==> src/rtl/uart_tx.sv <==
// uart_tx: 8N-parity-1 serial transmitter with a small byte FIFO in front.
// Ports: clk, reset (async, active-low), data_in/wr_en/full (FIFO side), tx/busy/tx_done (line side).
module uart_tx #(
  parameter int BAUD_RATE = 4,
  parameter int PARITY    = 0,
  parameter int FIFO_AW   = 2
) (
  input  logic       clk,
  input  logic       reset,
  input  logic [7:0] data_in,
  input  logic       wr_en,
  output logic       full,
  output logic       tx,
  output logic       busy,
  output logic       tx_done
);

  localparam int DEPTH = 1 << FIFO_AW;
  localparam int BIT_LAST_I = 2 * BAUD_RATE - 1;
  localparam logic [5:0] BIT_LAST = BIT_LAST_I[5:0];
  localparam logic [FIFO_AW:0] CNT_FULL = DEPTH[FIFO_AW:0];
  localparam logic [FIFO_AW:0] CNT_ONE = 1;
  localparam logic [FIFO_AW-1:0] PTR_ONE = 1;
  localparam logic PAR_ODD = (PARITY != 0);

  localparam logic [2:0] S_IDLE   = 3'd0;
  localparam logic [2:0] S_START  = 3'd1;
  localparam logic [2:0] S_DATA   = 3'd2;
  localparam logic [2:0] S_PARITY = 3'd3;
  localparam logic [2:0] S_STOP   = 3'd4;

  logic [2:0] state_q, state_d;
  logic [5:0] clk_cnt_q, clk_cnt_d;
  logic [2:0] bit_cnt_q, bit_cnt_d;
  logic [7:0] shift_q, shift_d;
  logic       par_q, par_d;
  logic       tx_q, tx_d;
  logic       busy_q, busy_d;
  logic       done_q, done_d;
  logic       full_q, full_d;
  logic [FIFO_AW-1:0] wr_ptr_q, wr_ptr_d;
  logic [FIFO_AW-1:0] rd_ptr_q, rd_ptr_d;
  logic [FIFO_AW:0]   count_q, count_d;
  logic [7:0] mem_q [DEPTH];

  logic       push;
  logic       pop;
  logic       empty;
  logic       bit_end;
  logic [7:0] head;

  assign push    = wr_en && !full_q;
  assign empty   = (count_q == '0);
  assign bit_end = (clk_cnt_q == BIT_LAST);
  assign head    = mem_q[rd_ptr_q];

  always_comb begin
    state_d   = state_q;
    clk_cnt_d = clk_cnt_q + 6'd1;
    bit_cnt_d = bit_cnt_q;
    shift_d   = shift_q;
    par_d     = par_q;
    pop       = 1'b0;

    unique case (state_q)
      S_IDLE: begin
        clk_cnt_d = '0;
        if (!empty) begin
          pop     = 1'b1;
          state_d = S_START;
        end
      end
      S_START: begin
        if (bit_end) begin
          clk_cnt_d = '0;
          state_d   = S_DATA;
        end
      end
      S_DATA: begin
        if (bit_end) begin
          clk_cnt_d = '0;
          shift_d   = {1'b0, shift_q[7:1]};
          bit_cnt_d = bit_cnt_q + 3'd1;
          if (bit_cnt_q == 3'd7) state_d = S_PARITY;
        end
      end
      S_PARITY: begin
        if (bit_end) begin
          clk_cnt_d = '0;
          state_d   = S_STOP;
        end
      end
      S_STOP: begin
        if (bit_end) begin
          clk_cnt_d = '0;
          // Chain straight into the next start bit when more data waits.
          if (!empty) begin
            pop     = 1'b1;
            state_d = S_START;
          end else begin
            state_d = S_IDLE;
          end
        end
      end
      default: begin
        clk_cnt_d = '0;
        state_d   = S_IDLE;
      end
    endcase

    if (pop) begin
      shift_d   = head;
      bit_cnt_d = '0;
      par_d     = (^head) ^ PAR_ODD;
    end
  end

  always_comb begin
    wr_ptr_d = push ? wr_ptr_q + PTR_ONE : wr_ptr_q;
    rd_ptr_d = pop ? rd_ptr_q + PTR_ONE : rd_ptr_q;
    count_d  = count_q;
    unique case ({push, pop})
      2'b10:   count_d = count_q + CNT_ONE;
      2'b01:   count_d = count_q - CNT_ONE;
      default: count_d = count_q;
    endcase
    full_d = (count_d == CNT_FULL);
  end

  // Line outputs are decoded from the next state so they are registered
  // yet change on the same edge as the state itself.
  always_comb begin
    busy_d = (state_d != S_IDLE);
    done_d = (state_d == S_STOP) && (clk_cnt_d == BIT_LAST);
    tx_d   = 1'b1;
    unique case (state_d)
      S_START:  tx_d = 1'b0;
      S_DATA:   tx_d = shift_d[0];
      S_PARITY: tx_d = par_d;
      default:  tx_d = 1'b1;
    endcase
  end

  always_ff @(posedge clk or negedge reset) begin
    if (!reset) begin
      state_q   <= S_IDLE;
      clk_cnt_q <= '0;
      bit_cnt_q <= '0;
      shift_q   <= '0;
      par_q     <= 1'b0;
      tx_q      <= 1'b1;
      busy_q    <= 1'b0;
      done_q    <= 1'b0;
      full_q    <= 1'b0;
      wr_ptr_q  <= '0;
      rd_ptr_q  <= '0;
      count_q   <= '0;
    end else begin
      state_q   <= state_d;
      clk_cnt_q <= clk_cnt_d;
      bit_cnt_q <= bit_cnt_d;
      shift_q   <= shift_d;
      par_q     <= par_d;
      tx_q      <= tx_d;
      busy_q    <= busy_d;
      done_q    <= done_d;
      full_q    <= full_d;
      wr_ptr_q  <= wr_ptr_d;
      rd_ptr_q  <= rd_ptr_d;
      count_q   <= count_d;
    end
  end

  // Storage needs no reset; occupancy is tracked by count_q.
  always_ff @(posedge clk) begin
    if (push) mem_q[wr_ptr_q] <= data_in;
  end

  assign full    = full_q;
  assign tx      = tx_q;
  assign busy    = busy_q;
  assign tx_done = done_q;

endmodule

==> config.mk <==
export PLATFORM = sky130hd
export DESIGN_NAME = uart_tx
export DESIGN_NICKNAME = d
export VERILOG_FILES = /design/src/rtl/uart_tx.sv
export SDC_FILE = /design/constraint.sdc
export NUM_CORES = 1
export LEC_CHECK = 0
export ABC_AREA = 1
export BUFFER_PORTS_ARGS = -buffer_cell sky130_fd_sc_hd__buf_2
export CAP_MARGIN = 10
export CORE_ASPECT_RATIO = 0.7
export CORE_UTILIZATION = 40
export DETAILED_ROUTE_END_ITERATION = 16
export PLACE_DENSITY_LB_ADDON = 0.2
export SYNTH_ARGS = -nofsm -noshare
export SYNTH_HDL_FRONTEND = slang
export SYNTH_SLANG_ARGS = --single-unit
==> constraint.sdc <==
create_clock -name clk -period 4.85 [get_ports clk]
set_clock_uncertainty 0.05 [all_clocks]
set_input_delay 0.485 -clock clk [delete_from_list [all_inputs] [get_ports clk]]
set_output_delay 0.485 -clock clk [all_outputs]
set_load 0.02 [all_outputs]
---- Word-level counts from Yosys, hierarchy flattened ----
Memories as Yosys holds them, arrays and structs flattened.
Index checks and enable logic that the tools add are counted.
word-level totals
  bits in registers ....................... 32
  bits in writable memories ............... 32
  bits of input ports ..................... 11
  output and inout bits ................... 4
  memories kept ........................... 1
cells by class
  $add $sub $neg .......................... 6
  equal/unequal tests ..................... 14
  muxes and demuxes ....................... 24
  reductions and logical operators ........ 11
memories
  name   depth  width  read ports  clocked after memory_dff  write ports  RTL line  source
  mem_q  4      8      1           0                         1            44        logic [7:0] mem_q [DEPTH];
operator list
  kind                                                                   count
  3-bit two-way mux                                                      9
  8-bit two-way mux                                                      3
  3-bit one-hot mux with 5 select lines                                  1
  3-bit by 2-bit equality test with 1-bit output, second input constant  4
  3-bit equality test, second input constant                             4
  6-bit by 3-bit equality test with 1-bit output, second input constant  2
  6-bit two-way mux                                                      2
  8-bit XOR reduction                                                    1
  3-bit by 1-bit adder with 3-bit output, second input constant          2
  6-bit by 1-bit adder with 6-bit output, second input constant          1
  3-bit by 1-bit equality test with 1-bit output, second input constant  2
  3-bit zero test                                                        2
  1-bit two-way mux                                                      6
  3-bit one-hot mux with 2 select lines                                  1
  2-bit by 1-bit adder with 2-bit output, second input constant          2
  2-bit nonzero test                                                     2
  4-bit OR reduction                                                     1
  1-bit one-hot mux with 3 select lines                                  1
  3-bit nonzero test                                                     1
  3-bit by 1-bit subtractor with 3-bit output, second input constant     1
  2-bit by 1-bit equality test with 1-bit output, second input constant  1
  2-bit equality test, second input constant                             1
  1-bit logical AND                                                      2
  1-bit one-hot mux with 2 select lines                                  1
  other kinds (2)                                                        2

---- Depth between registers and ports, before layout ----
  word-level depth ........................ 7
  mapped depth ............................ 16
  mapped depth without buffers ............ 15

---- Worst setup path after synthesis ----
OpenSTA, ideal clock, no wires.
  kind .................................... flip-flop to flip-flop
  start point ............................. reg clk_cnt_q[0]
  end point ............................... reg full_q, in the netlist full
  setup time .............................. 88 ps
  data arrival time ....................... 2133 ps
  data required time ...................... 4712 ps
  path slack .............................. 2578 ps
  cell stages (with the launch flop) ...... 15
  buffers on the path ..................... 0
  cells stage by stage .................... dfrtp_1 > ha_1 > nand2_1 > inv_2 > nand3_2 > inv_2 > o21ai_2 > inv_2 > ha_1 > inv_1 > fa_1 > a21oi_1 > o21ai_0 > xnor2_1 > nor3b_1
between the ends
  cells in the longest elaborated chain, start to end .. 6
  elaborated cells on any way between the ends .. 7
RTL lines
  element                                                                                       RTL line  source
  from (decl)                                                                                   33        logic [5:0] clk_cnt_q, clk_cnt_d;
  from (signal assigned)                                                                        160       clk_cnt_q <= clk_cnt_d;
  6-bit by 3-bit equality test with 1-bit output *                                              54        assign bit_end = (clk_cnt_q == BIT_LAST);
  1-bit two-way mux *                                                                           94        if (bit_end) begin
  1-bit one-hot mux with 2 select lines *                                                       65        unique case (state_q)
  2-bit by 1-bit equality test with 1-bit output / 2-bit equality test (equally long branches)  122       unique case ({push, pop})
  3-bit one-hot mux with 2 select lines *                                                       122
  named net count_d[2]                                                                          43        logic [FIFO_AW:0] count_q, count_d;
  3-bit equality test *                                                                         127       full_d = (count_d == CNT_FULL);
  named net full_d                                                                              40        logic full_q, full_d;
  to (signal assigned)                                                                          167       full_q <= full_d;
  to (decl)                                                                                     40
Mark *: on every way through the listed nets, which the timed path passes. The rest lies on a longest branch.
A chain may end at the register's enable or synchronous reset.

---- Worst setup path after layout ----
Same ends and word-level chain as after synthesis.

==> summary.md <==
| Metric | Value |
|---|---|
| Clock-pin slew on the worst setup and hold paths | approximately 0.070 ns |
| Worst r2r src | clk_cnt_q[0] |
| Setup Buffers After CTS | 0 |
| Drt total wl | 5450 um |
| Share of cells above drive strength 1 | 0.187 |
| Placer congestion estimate | 0.829 |
| Final Max Tran Viols | 0 |
| Worst Reg-to-Reg Cells | 12 |
| I/O Buffers | 14 |
| Area grow syn2layout | 11.3% |
| Routed vias/inst | 4.65 |
| Syn Std Cell Area | 3110 sq um |
| RSZ-0062 raised after global routing | false |
| Reg-to-reg slack, setup | approximately 2.1 ns |
| Hold-fix buffers, CTS | 0 |
| Final nets | 363 |
| Setup violators final | 0 |
| Final TNS setup | 0 ns |
| Final ANT Viol Nets | 0 |
| Vias in the first global route | between 1500 and 2000 |
| H-tree depth | 3 |
| CP Max Fanout | 11 |
| I/O Pins | 15 |
| Die footprint | 8140 sq um |
| Synth cell types | 33 |
| End of the worst register-to-register path | full |
| Synth Register Bits | between 60 and 70 |
| Crit. End Element | flop |
| Mean Syn Cell Area | 9.60 sq um |
| First-pass GRT wire length | 9230 um |
| Pre-CTS WS | about 2.1 ns |
| Global route overflow | 0 |
| Fmax achieved | 0.366 GHz |
| Final hold vios | 0 |
| DP HPWL | slightly below 4000 um |
| Hold Path Class | in2async |
| Post-DP Area | 3240 sq um |
| Die height | 75.8 um |
| Arr. time, crit path | 2.90 ns |
| DRC violation count after routing | 0 |
| Initial antenna violation count | 0 |
| Maximum root-to-sink buffer count | 2 |
| GRT Util Overall | 0.157 |
| # resized after CTS | 0 |
| Pleak | around 0.0016 uW |
| Post-route cell area | 3460 sq um |
| Syn Nets | 344 |
| Pre-antenna DRT Iters | 5 |
| CTS buffer count | 9 |
| Total number of vias | 2072 |
| Synth Instances | 324 |
| Root buffer cell | clkbuf_8 |
| Status | complete, no violations |
| Starting Density | 0.420 |
| Area leader, netlist | edfxtp_1 |
| Worst setup path end | full |
| Worst slew pin tran | around 0.81 ns |
| CTS tree | built |
| CP startpoint kind | flop |
| Sequential share of the synthesized area | 0.567 |
| Cell Rows | 26 |
| Largest net degree at the start of global routing | 33 |
| Crit path time final | 2.73 ns |
| YS warnings | 0 |
| Clock Latency Late Sink | 0.34 ns |
| Detailed router's first-iteration violation count | 95 |
| Rel. slew slack | 0.459 |
| Max-Cap Viols | 0 |
| CP Launch Point | clk_cnt_q[0] |
| Antenna Cells | 0 |
| Clk sinks | 64 |
| Yosys top cell area share | 0.309 |
| Std-Cell Core Area | 7420 sq um |
| PnR worst setup slack | 2.12 ns |
| Kind of critical path | reg2reg |
| PD cells | 653 nW/um^2 |
| Synth area leaders | edfxtp_1 31%, dfrtp_1 25%, nand2_1 13% |
| CP required | 5.01 ns |
| Maximum vdd drop | 0.000242 V |
| Final worst path period share | 0.563 |
| Avg WL per Cell | 12.2 um |
| Die Width | 107 um |
## flip-flops by register name (all words and copies together) (netlist names)
name and count:
count_q 3, tx 1, full 1, clk_cnt_q 6, par_q 1, bit_cnt_q 3
busy 1, mem_q 32, tx_done 1, rd_ptr_q 2, state_q 3, wr_ptr_q 2
shift_q 8
## logic make-up (layout without fill, tap and decap cells)
| family | count (synthesis) | after routing | share of synthesized area |
|---|---|---|---|
| and+or+nand+nor | 176 | 176 | 0.255 |
| DFF | 64 | 64 | 0.567 |
| buffers and inverters | 47 | 71 | 0.0732 |
| AOI/OAI and AO/OA | 21 | 21 | 0.0470 |
| adders and majority gates | 9 | 9 | 0.0386 |
| xor gates and xnor gates | 7 | 7 | 0.0197 |
## layout by cell type, fill, tap and decap left out, drive strengths merged
cell	instances
clkbuf	15
nor3	3
o22ai	2
nand2	120
a22o	1
or2	2
xnor2	2
bufinv	1
a21boi	1
o21ai	6
nand3b	1
dfrtp	31
ha	8
dfstp	1
o221ai	5
a21oi	4
nand3	26
xor2	5
o211ai	1
nor3b	2
edfxtp	32
fa	1
nor2	22
o31ai	1
buf	14
inv	41
## worst min-delay path by stage
stage / endpoint / slack, ns / depth (start not counted)
global route: shift_q[0] / 0.19 / 1
finish: shift_q[6] / 0.14 / 1
CTS: shift_q[6] / 0.16 / 1
floorplan: bit_cnt_q[0] / 0.14 / 0
global placement: clk_cnt_q[0] / 0.42 / 1
detailed placement: bit_cnt_q[0] / 0.42 / 1
## Yosys cell counts (all sizes together)
cell type	number
nor2	22
o31ai	1
nand3	26
nor3b	2
inv	41
xor2	5
nor3	3
o211ai	1
a22o	1
buf	6
dfrtp	31
ha	8
fa	1
edfxtp	32
nand3b	1
or2	2
a21boi	1
a21oi	4
o22ai	2
nand2	120
dfstp	1
o221ai	5
xnor2	2
o21ai	6
## cell type report
cell class              count  area [sq um]
flip-flops and latches     64          1760
clock inverters             1          30.0
repair buffers             14          70.1
clock buffers              15           198
well taps                  98           123
inverters                  41           159
fillers                   693          3950
multi-input cells         213          1120
## power by group
group	leakage [uW]	internal [uW]	switching, uW
Combinational	0.000805	315	599
Clock	0.000115	311	194
Sequential	0.000692	733	110
## routing by layer
layer	wire, um	global-route usage	part of all wire	vias up
li1	-	-	-	1078
met1	2840	0.213	0.52	946
met2	2270	0.232	0.42	37
met3	240	0.0513	0.044	11
met4	97	0.0685	0.018	0
met5	0	0	0	-
## through the flow
step,utilization,hold slack [ns],total power [uW],std cells
floorplan,-,0.139,1610,324
global placement,0.436,0.416,1760,430
detailed placement,0.436,0.418,1770,430
CTS,0.467,0.160,2290,446
global route,0.467,0.193,2480,446
finish,0.467,0.135,2260,446
## worst max-delay path, stage by stage, from the launching register on
cell and delay [ns]:
dfrtp_1 0.39, ha_1 0.22, nand2_1 0.07, inv_2 0.05, nand3_2 0.12, inv_2 0.07, o21ai_2 0.38, inv_2 0.16
ha_1 0.21, inv_1 0.09, fa_1 0.42, o21ai_0 0.28, nor3b_1 0.09
No activity file was read; power rests on OpenSTA's default activity.
